[src/rtl/crc_stream_pkg.sv]
// Shared definitions for the streaming CRC encoder: mode constants, FSM states
// and a single-bit MSB-first CRC step usable for any width up to 32.
package crc_stream_pkg;

  localparam int unsigned MODE_WORD  = 0;
  localparam int unsigned MODE_FRAME = 1;
  localparam int unsigned CRC_MAX_W  = 32;

  typedef enum logic [1:0] {
    ST_IDLE    = 2'd0,
    ST_ACC     = 2'd1,
    ST_PAR_OUT = 2'd2
  } crc_state_e;

  // One LFSR step on a right-aligned register of width crc_w inside a 32-bit container.
  function automatic logic [CRC_MAX_W-1:0] crc_fold_bit(
    input logic [CRC_MAX_W-1:0] crc,
    input logic                 b,
    input logic [CRC_MAX_W-1:0] poly,
    input int unsigned          crc_w
  );
    logic [CRC_MAX_W-1:0] mask;
    logic [CRC_MAX_W-1:0] nxt;
    logic                 fb;
    mask = (crc_w >= CRC_MAX_W) ? '1 : ((32'd1 << crc_w) - 32'd1);
    fb   = (((crc >> (crc_w - 1)) & 32'd1) != 32'd0) ^ b;
    nxt  = (crc << 1) ^ (fb ? poly : '0);
    return nxt & mask;
  endfunction

endpackage

[src/rtl/crc_stream_enc_fold.sv]
// Purely combinational fold of one full data beat into a CRC register,
// data bit 0 (leftmost) processed first.
module crc_fold_comb
  import crc_stream_pkg::*;
#(
  parameter int unsigned      DATA_W = 32,
  parameter int unsigned      CRC_W  = 7,
  parameter logic [CRC_W-1:0] POLY   = 7'h09
) (
  input  logic [CRC_W-1:0]  crc_in,
  input  logic [0:DATA_W-1] data,
  output logic [CRC_W-1:0]  crc_out
);

  logic [CRC_MAX_W-1:0] acc;
  logic [DATA_W-1:0]    shreg;

  // Walk the beat by shifting a copy so the MSB is always the next bit to fold.
  always_comb begin
    acc   = 32'(crc_in);
    shreg = data;
    for (int unsigned i = 0; i < DATA_W; i++) begin
      acc   = crc_fold_bit(acc, shreg[DATA_W-1], 32'(POLY), CRC_W);
      shreg = shreg << 1;
    end
    crc_out = acc[CRC_W-1:0];
  end

endmodule

[src/rtl/crc_stream_enc.sv]
// Streaming CRC encoder with valid/ready on both sides and a single output
// register; per-word check bits (MODE 0) or a trailing per-frame CRC beat (MODE 1).
module crc_stream_enc
  import crc_stream_pkg::*;
#(
  parameter int unsigned      DATA_W = 32,
  parameter int unsigned      CRC_W  = 7,
  parameter logic [CRC_W-1:0] POLY   = 7'h09,
  parameter logic [CRC_W-1:0] INIT   = '0,
  parameter int unsigned      MODE   = 0
) (
  input  logic              clk,
  input  logic              reset_n,
  input  logic              i_clear,
  input  logic              i_valid,
  output logic              o_ready,
  input  logic [0:DATA_W-1] i_data,
  input  logic              i_last,
  output logic              o_valid,
  input  logic              i_ready,
  output logic [0:DATA_W-1] o_data,
  output logic [0:CRC_W-1]  o_par,
  output logic              o_is_par,
  output logic              o_last
);

  crc_state_e       state_q, state_d;
  logic [CRC_W-1:0] crc_q, crc_d;
  logic [CRC_W-1:0] fold_in, fold_out;
  logic             out_free;
  logic             accept;
  logic             load_par;

  assign out_free = ~o_valid | i_ready;
  assign o_ready  = ~i_clear & (state_q != ST_PAR_OUT) & out_free;
  assign accept   = i_valid & o_ready;

  // Per-word mode always folds from INIT; per-frame mode folds the running CRC.
  assign fold_in = (MODE == MODE_FRAME) ? crc_q : INIT;

  crc_fold_comb #(
    .DATA_W (DATA_W),
    .CRC_W  (CRC_W),
    .POLY   (POLY)
  ) u_fold (
    .crc_in  (fold_in),
    .data    (i_data),
    .crc_out (fold_out)
  );

  always_comb begin
    state_d  = state_q;
    crc_d    = crc_q;
    load_par = 1'b0;
    if (MODE == MODE_FRAME) begin
      case (state_q)
        ST_IDLE, ST_ACC: begin
          if (accept) begin
            crc_d   = fold_out;
            state_d = i_last ? ST_PAR_OUT : ST_ACC;
          end
        end
        ST_PAR_OUT: begin
          if (out_free) begin
            load_par = 1'b1;
            crc_d    = INIT;
            state_d  = ST_IDLE;
          end
        end
        default: begin
          crc_d   = INIT;
          state_d = ST_IDLE;
        end
      endcase
      if (i_clear) begin
        load_par = 1'b0;
        crc_d    = INIT;
        state_d  = ST_IDLE;
      end
    end
  end

  always_ff @(posedge clk or negedge reset_n) begin
    if (!reset_n) begin
      state_q <= ST_IDLE;
      crc_q   <= INIT;
    end else begin
      state_q <= state_d;
      crc_q   <= crc_d;
    end
  end

  always_ff @(posedge clk or negedge reset_n) begin
    if (!reset_n) begin
      o_valid  <= 1'b0;
      o_data   <= '0;
      o_par    <= '0;
      o_is_par <= 1'b0;
      o_last   <= 1'b0;
    end else if (i_clear) begin
      o_valid <= 1'b0;
    end else if (accept) begin
      o_valid  <= 1'b1;
      o_data   <= i_data;
      o_is_par <= 1'b0;
      if (MODE == MODE_WORD) begin
        o_par  <= fold_out;
        o_last <= i_last;
      end else begin
        o_par  <= '0;
        o_last <= 1'b0;
      end
    end else if (load_par) begin
      o_valid  <= 1'b1;
      o_data   <= '0;
      o_par    <= crc_q;
      o_is_par <= 1'b1;
      o_last   <= 1'b1;
    end else if (i_ready) begin
      o_valid <= 1'b0;
    end
  end

endmodule

[config.mk]
export PLATFORM = sky130hd
export DESIGN_NAME = crc_stream_enc
export DESIGN_NICKNAME = d
export VERILOG_FILES = /design/src/rtl/crc_stream_pkg.sv /design/src/rtl/crc_stream_enc_fold.sv /design/src/rtl/crc_stream_enc.sv
export SDC_FILE = /design/constraint.sdc
export NUM_CORES = 1
export LEC_CHECK = 0
export BUFFER_PORTS_ARGS = -buffer_cell sky130_fd_sc_hd__buf_2
export CORE_MARGIN = 2
export CORE_UTILIZATION = 25
export CTS_CLUSTER_DIAMETER = 120
export DETAILED_ROUTE_END_ITERATION = 7
export PLACE_DENSITY_LB_ADDON = 0.2
export SLEW_MARGIN = 20
export SYNTH_ARGS = -nofsm -noshare
export SYNTH_HDL_FRONTEND = slang
export SYNTH_SLANG_ARGS = --single-unit
[constraint.sdc]
create_clock -name clk -period 1.8 [get_ports clk]
set_clock_uncertainty 0.1 [all_clocks]
set_input_delay 0.36 -clock clk [delete_from_list [all_inputs] [get_ports clk]]
set_output_delay 0.36 -clock clk [all_outputs]
set_load 0.01 [all_outputs]
==> summary.txt <==
Power and ir drop
  • Power density normalized to cell area: 1140 mW/mm2
  • Sw Share: 0.322
  • Net switching component of the power: 1.17 mW
  • Part of the power in registers: 0.337
  • Total power consumption of the routed design: 3.62 mW
  • Maximum vdd drop: 0.000410 V
  • Part of the total power dissipated in combinational logic: 0.492
  • Leakage power of the design: 1.54 nW
  • Design internal power: 2.45 mW
  • Clock power frac: 0.170

Route
  • Antenna-violating nets left: 0
  • DRC violation count after routing: 0
  • Top layer in use: met4
  • Met3 Routed Length: 316 um
  • Met1 Routed Length: 2050 um
  • Routed vias/inst: 4.09
  • Vias after detailed routing: 1470
  • DRT Wirelength: 4800 um
  • Detailed Route Iter0 Violations: 23
  • Drt pass-1 iters: 3
  • Detailed-route wire length per cell: 13.4 um
  • Met2 wire len: 2420 um

Timing
  • Headroom to the max-slew limit: 0.641
  • Post-route fraction of the period consumed by the critical path: 1.08
  • Final setup violating endpoints: 6
  • Highest clock frequency the design can meet: 516 MHz
  • Transition time of the tightest slew-check pin: 539 ps
  • Least setup slack across all paths after layout: -136 ps
  • Hold Vio Cnt, Final: 0
  • Max-slew violation count: 0
  • RSZ-0062 raised after global routing: true
  • Final min period: 1940 ps

Setup path
  • Type of the worst setup path: in -> reg
  • Critical path required time: 1920 ps
  • Kind of start point of the critical path: primary input
  • Arrival time of data at the critical path endpoint: 2050 ps
  • CP endpoint kind: flip-flop
  • Worst-path fanout max: 2

Place
  • Quantity of I/O buffers inserted on ports: 79
  • GPL Wtd Cong: 0.724
  • Total half-perimeter wirelength after legalization and detailed placement: 3780 um
  • # placed instances: 349

Global route
  • Wire length of the first global-routing pass: 8040 um
  • Antenna violations before repair: 0
  • Largest net degree at the start of global routing: 42
  • Sum of overflow across all layers after global routing: 0
  • Via count of the first global-routing pass: 1616
  • Overall routing resource usage: 0.109

Clock tree
  • Clock sink count: 41
  • CTS tree: yes
  • Register clock-pin slew on the reported worst setup and hold paths: 70 ps
  • Clock latency of the later-clocked register in the worst-skew pair: 290 ps
  • CTS Buf Count: 5
  • Number of hold buffers added after cts: 0
  • Clock root buffer: sky130_fd_sc_hd__clkbuf_8
  • H-tree depth: 2
  • Clock Path Buffers: 2

Layout
  • Ant. Diodes: 0
  • Fraction of layout cells with a size suffix above 1: 0.650
  • Number of nets in the finished design: 292
  • Area growth from synthesis to layout: 47.4%
  • Number of cells in the finished layout apart from fillers: 359

Die
  • Core area: 0.00830 mm2
  • DIE AREA: 0.00937 mm2
  • Number of rows created at floorplan: 33
  • Die span in y: 96.8 um
  • Number of ports placed on the die boundary: 81
  • Width of the chip: 96.8 um
  • Initial core utilization: 0.259

Synth
  • Distinct cell type count of the synthesized netlist: 16
  • Syn Area/Cell: 14.2 um2
  • Number of synthesis warnings: 0
  • Post-Syn Area: 0.00215 mm2
  • Synthesized instance count: 152
  • Share of the yosys chip area belonging to registers: 0.477
  • Number of synthesized register bits: 41
  • Synth Net Count: 190

Job
  • Max_cap viols: 0

Status
  • Violations in the final reports: negative setup slack
  • Outcome: complete, but fails checks

Worst hold path
  • Worst Hold Class: in -> async
## metrics by stage
| stage | TNS [ps] | util | hold slack, ps | cell area [um2] | worst slack [ps] |
|---|---|---|---|---|---|
| CTS | -352 | 0.377 | 59.2 | 3130 | -157 |
| finish | -399 | 0.382 | 32.3 | 3170 | -136 |
| floorplan | -706 | - | -35.6 | 2210 | -225 |
| detailed placement | -2910 | 0.346 | 381 | 2870 | -503 |
| global route | -813 | 0.382 | 74.7 | 3170 | -194 |
| global placement | -2840 | 0.346 | 372 | 2870 | -484 |
## cell type report
type	count	area, um2
fill	801	5130
multi-input combinational	106	1310
sequential	41	1030
timing repair buffer	100	622
tap	105	131
clock buffer	7	86.3
## critical path: stages
cell and delay (ps):
sky130_fd_sc_hd__buf_8 100, sky130_fd_sc_hd__xor2_2 160, sky130_fd_sc_hd__xnor3_1 430, sky130_fd_sc_hd__xnor3_1 430, sky130_fd_sc_hd__xnor3_2 290, sky130_fd_sc_hd__xor2_1 160, sky130_fd_sc_hd__o21ai_1 130
## per-layer routing
metal,track usage,vias to the layer above
met2,0.182,47
li1,-,709
met4,0.0228,0
met1,0.134,712
met5,0,-
met3,0.0448,2
## synthesized netlist by cell type
master | count | area (um2)
sky130_fd_sc_hd__xnor3_1 | 8 | 180
sky130_fd_sc_hd__nor2_1 | 3 | 11.3
sky130_fd_sc_hd__buf_4 | 1 | 7.51
sky130_fd_sc_hd__o21ai_0 | 3 | 15.0
sky130_fd_sc_hd__o21ai_1 | 3 | 15.0
sky130_fd_sc_hd__dfrtp_1 | 41 | 1030
sky130_fd_sc_hd__xnor2_1 | 37 | 324
sky130_fd_sc_hd__nor2b_1 | 1 | 6.26
sky130_fd_sc_hd__nand2_1 | 7 | 26.3
sky130_fd_sc_hd__xnor2_2 | 2 | 32.5
sky130_fd_sc_hd__xor2_1 | 4 | 35.0
sky130_fd_sc_hd__clkbuf_1 | 4 | 15.0
sky130_fd_sc_hd__mux2_2 | 34 | 383
sky130_fd_sc_hd__xor3_1 | 1 | 23.8
sky130_fd_sc_hd__conb_1 | 1 | 3.75
sky130_fd_sc_hd__xnor3_2 | 2 | 47.6
## path summary, 6_finish.rpt
check	from	endpoint	slack, ps	depth (start not counted)
min in group clk	i_clear	o_valid	120	2
max in group asynchronous	reset_n	o_data[12]	1200	2
setup reg to reg	o_valid	o_data[17]	320	5
setup / recovery	i_data[8]	o_par[6]	-140	7
hold / removal	reset_n	o_data[28]	30	2
hold reg to reg	o_par[5]	o_par[5]	400	2
## power by group through the flow
stage | Combinational (mW) | Clock, mW | Sequential (mW)
5_1_grt | 1.94 | 0.705 | 1.26
4_1_cts | 1.76 | 0.649 | 1.22
3_5_place_dp | 1.61 | 0 | 1.24
6_report | 1.78 | 0.617 | 1.22
2_1_floorplan | 0.976 | 0 | 1.34
3_3_place_gp | 1.59 | 0 | 1.24
## cells in the final DEF (no fill, tap or decap), drive strengths merged, types with 3 or more instances in the layout
cell type	count
buf	100
clkbuf	7
dfrtp	41
mux2	34
nand2	7
nor2	3
o21ai	6
xnor2	39
xnor3	10
xor2	4
## logic make-up (layout without fill, tap and decap cells)
logic type / Yosys count / after routing / synth area share
AND/OR/NAND/NOR: 11 / 11 / 0.0204
buffers and inverters: 5 / 107 / 0.0105
flip-flops: 41 / 41 / 0.477
XOR/XNOR: 54 / 54 / 0.299
multiplexers: 34 / 34 / 0.178
AO/OA/AOI/OAI: 6 / 6 / 0.0139
other: 1 / 1 / 0.00174
## sequential cells by signal (all words and copies together), names as in the netlist
name	count
o_par	7
o_data	32
o_last	1
o_valid	1
## what timing repair did
action | CTS | global route
gates resized for setup | 28 | 5
buffers inserted | 1 | 3
pin swaps | 13 | 10
endpoints found under the setup margin | 6 | 7
Power figures use the tool's default switching activity.
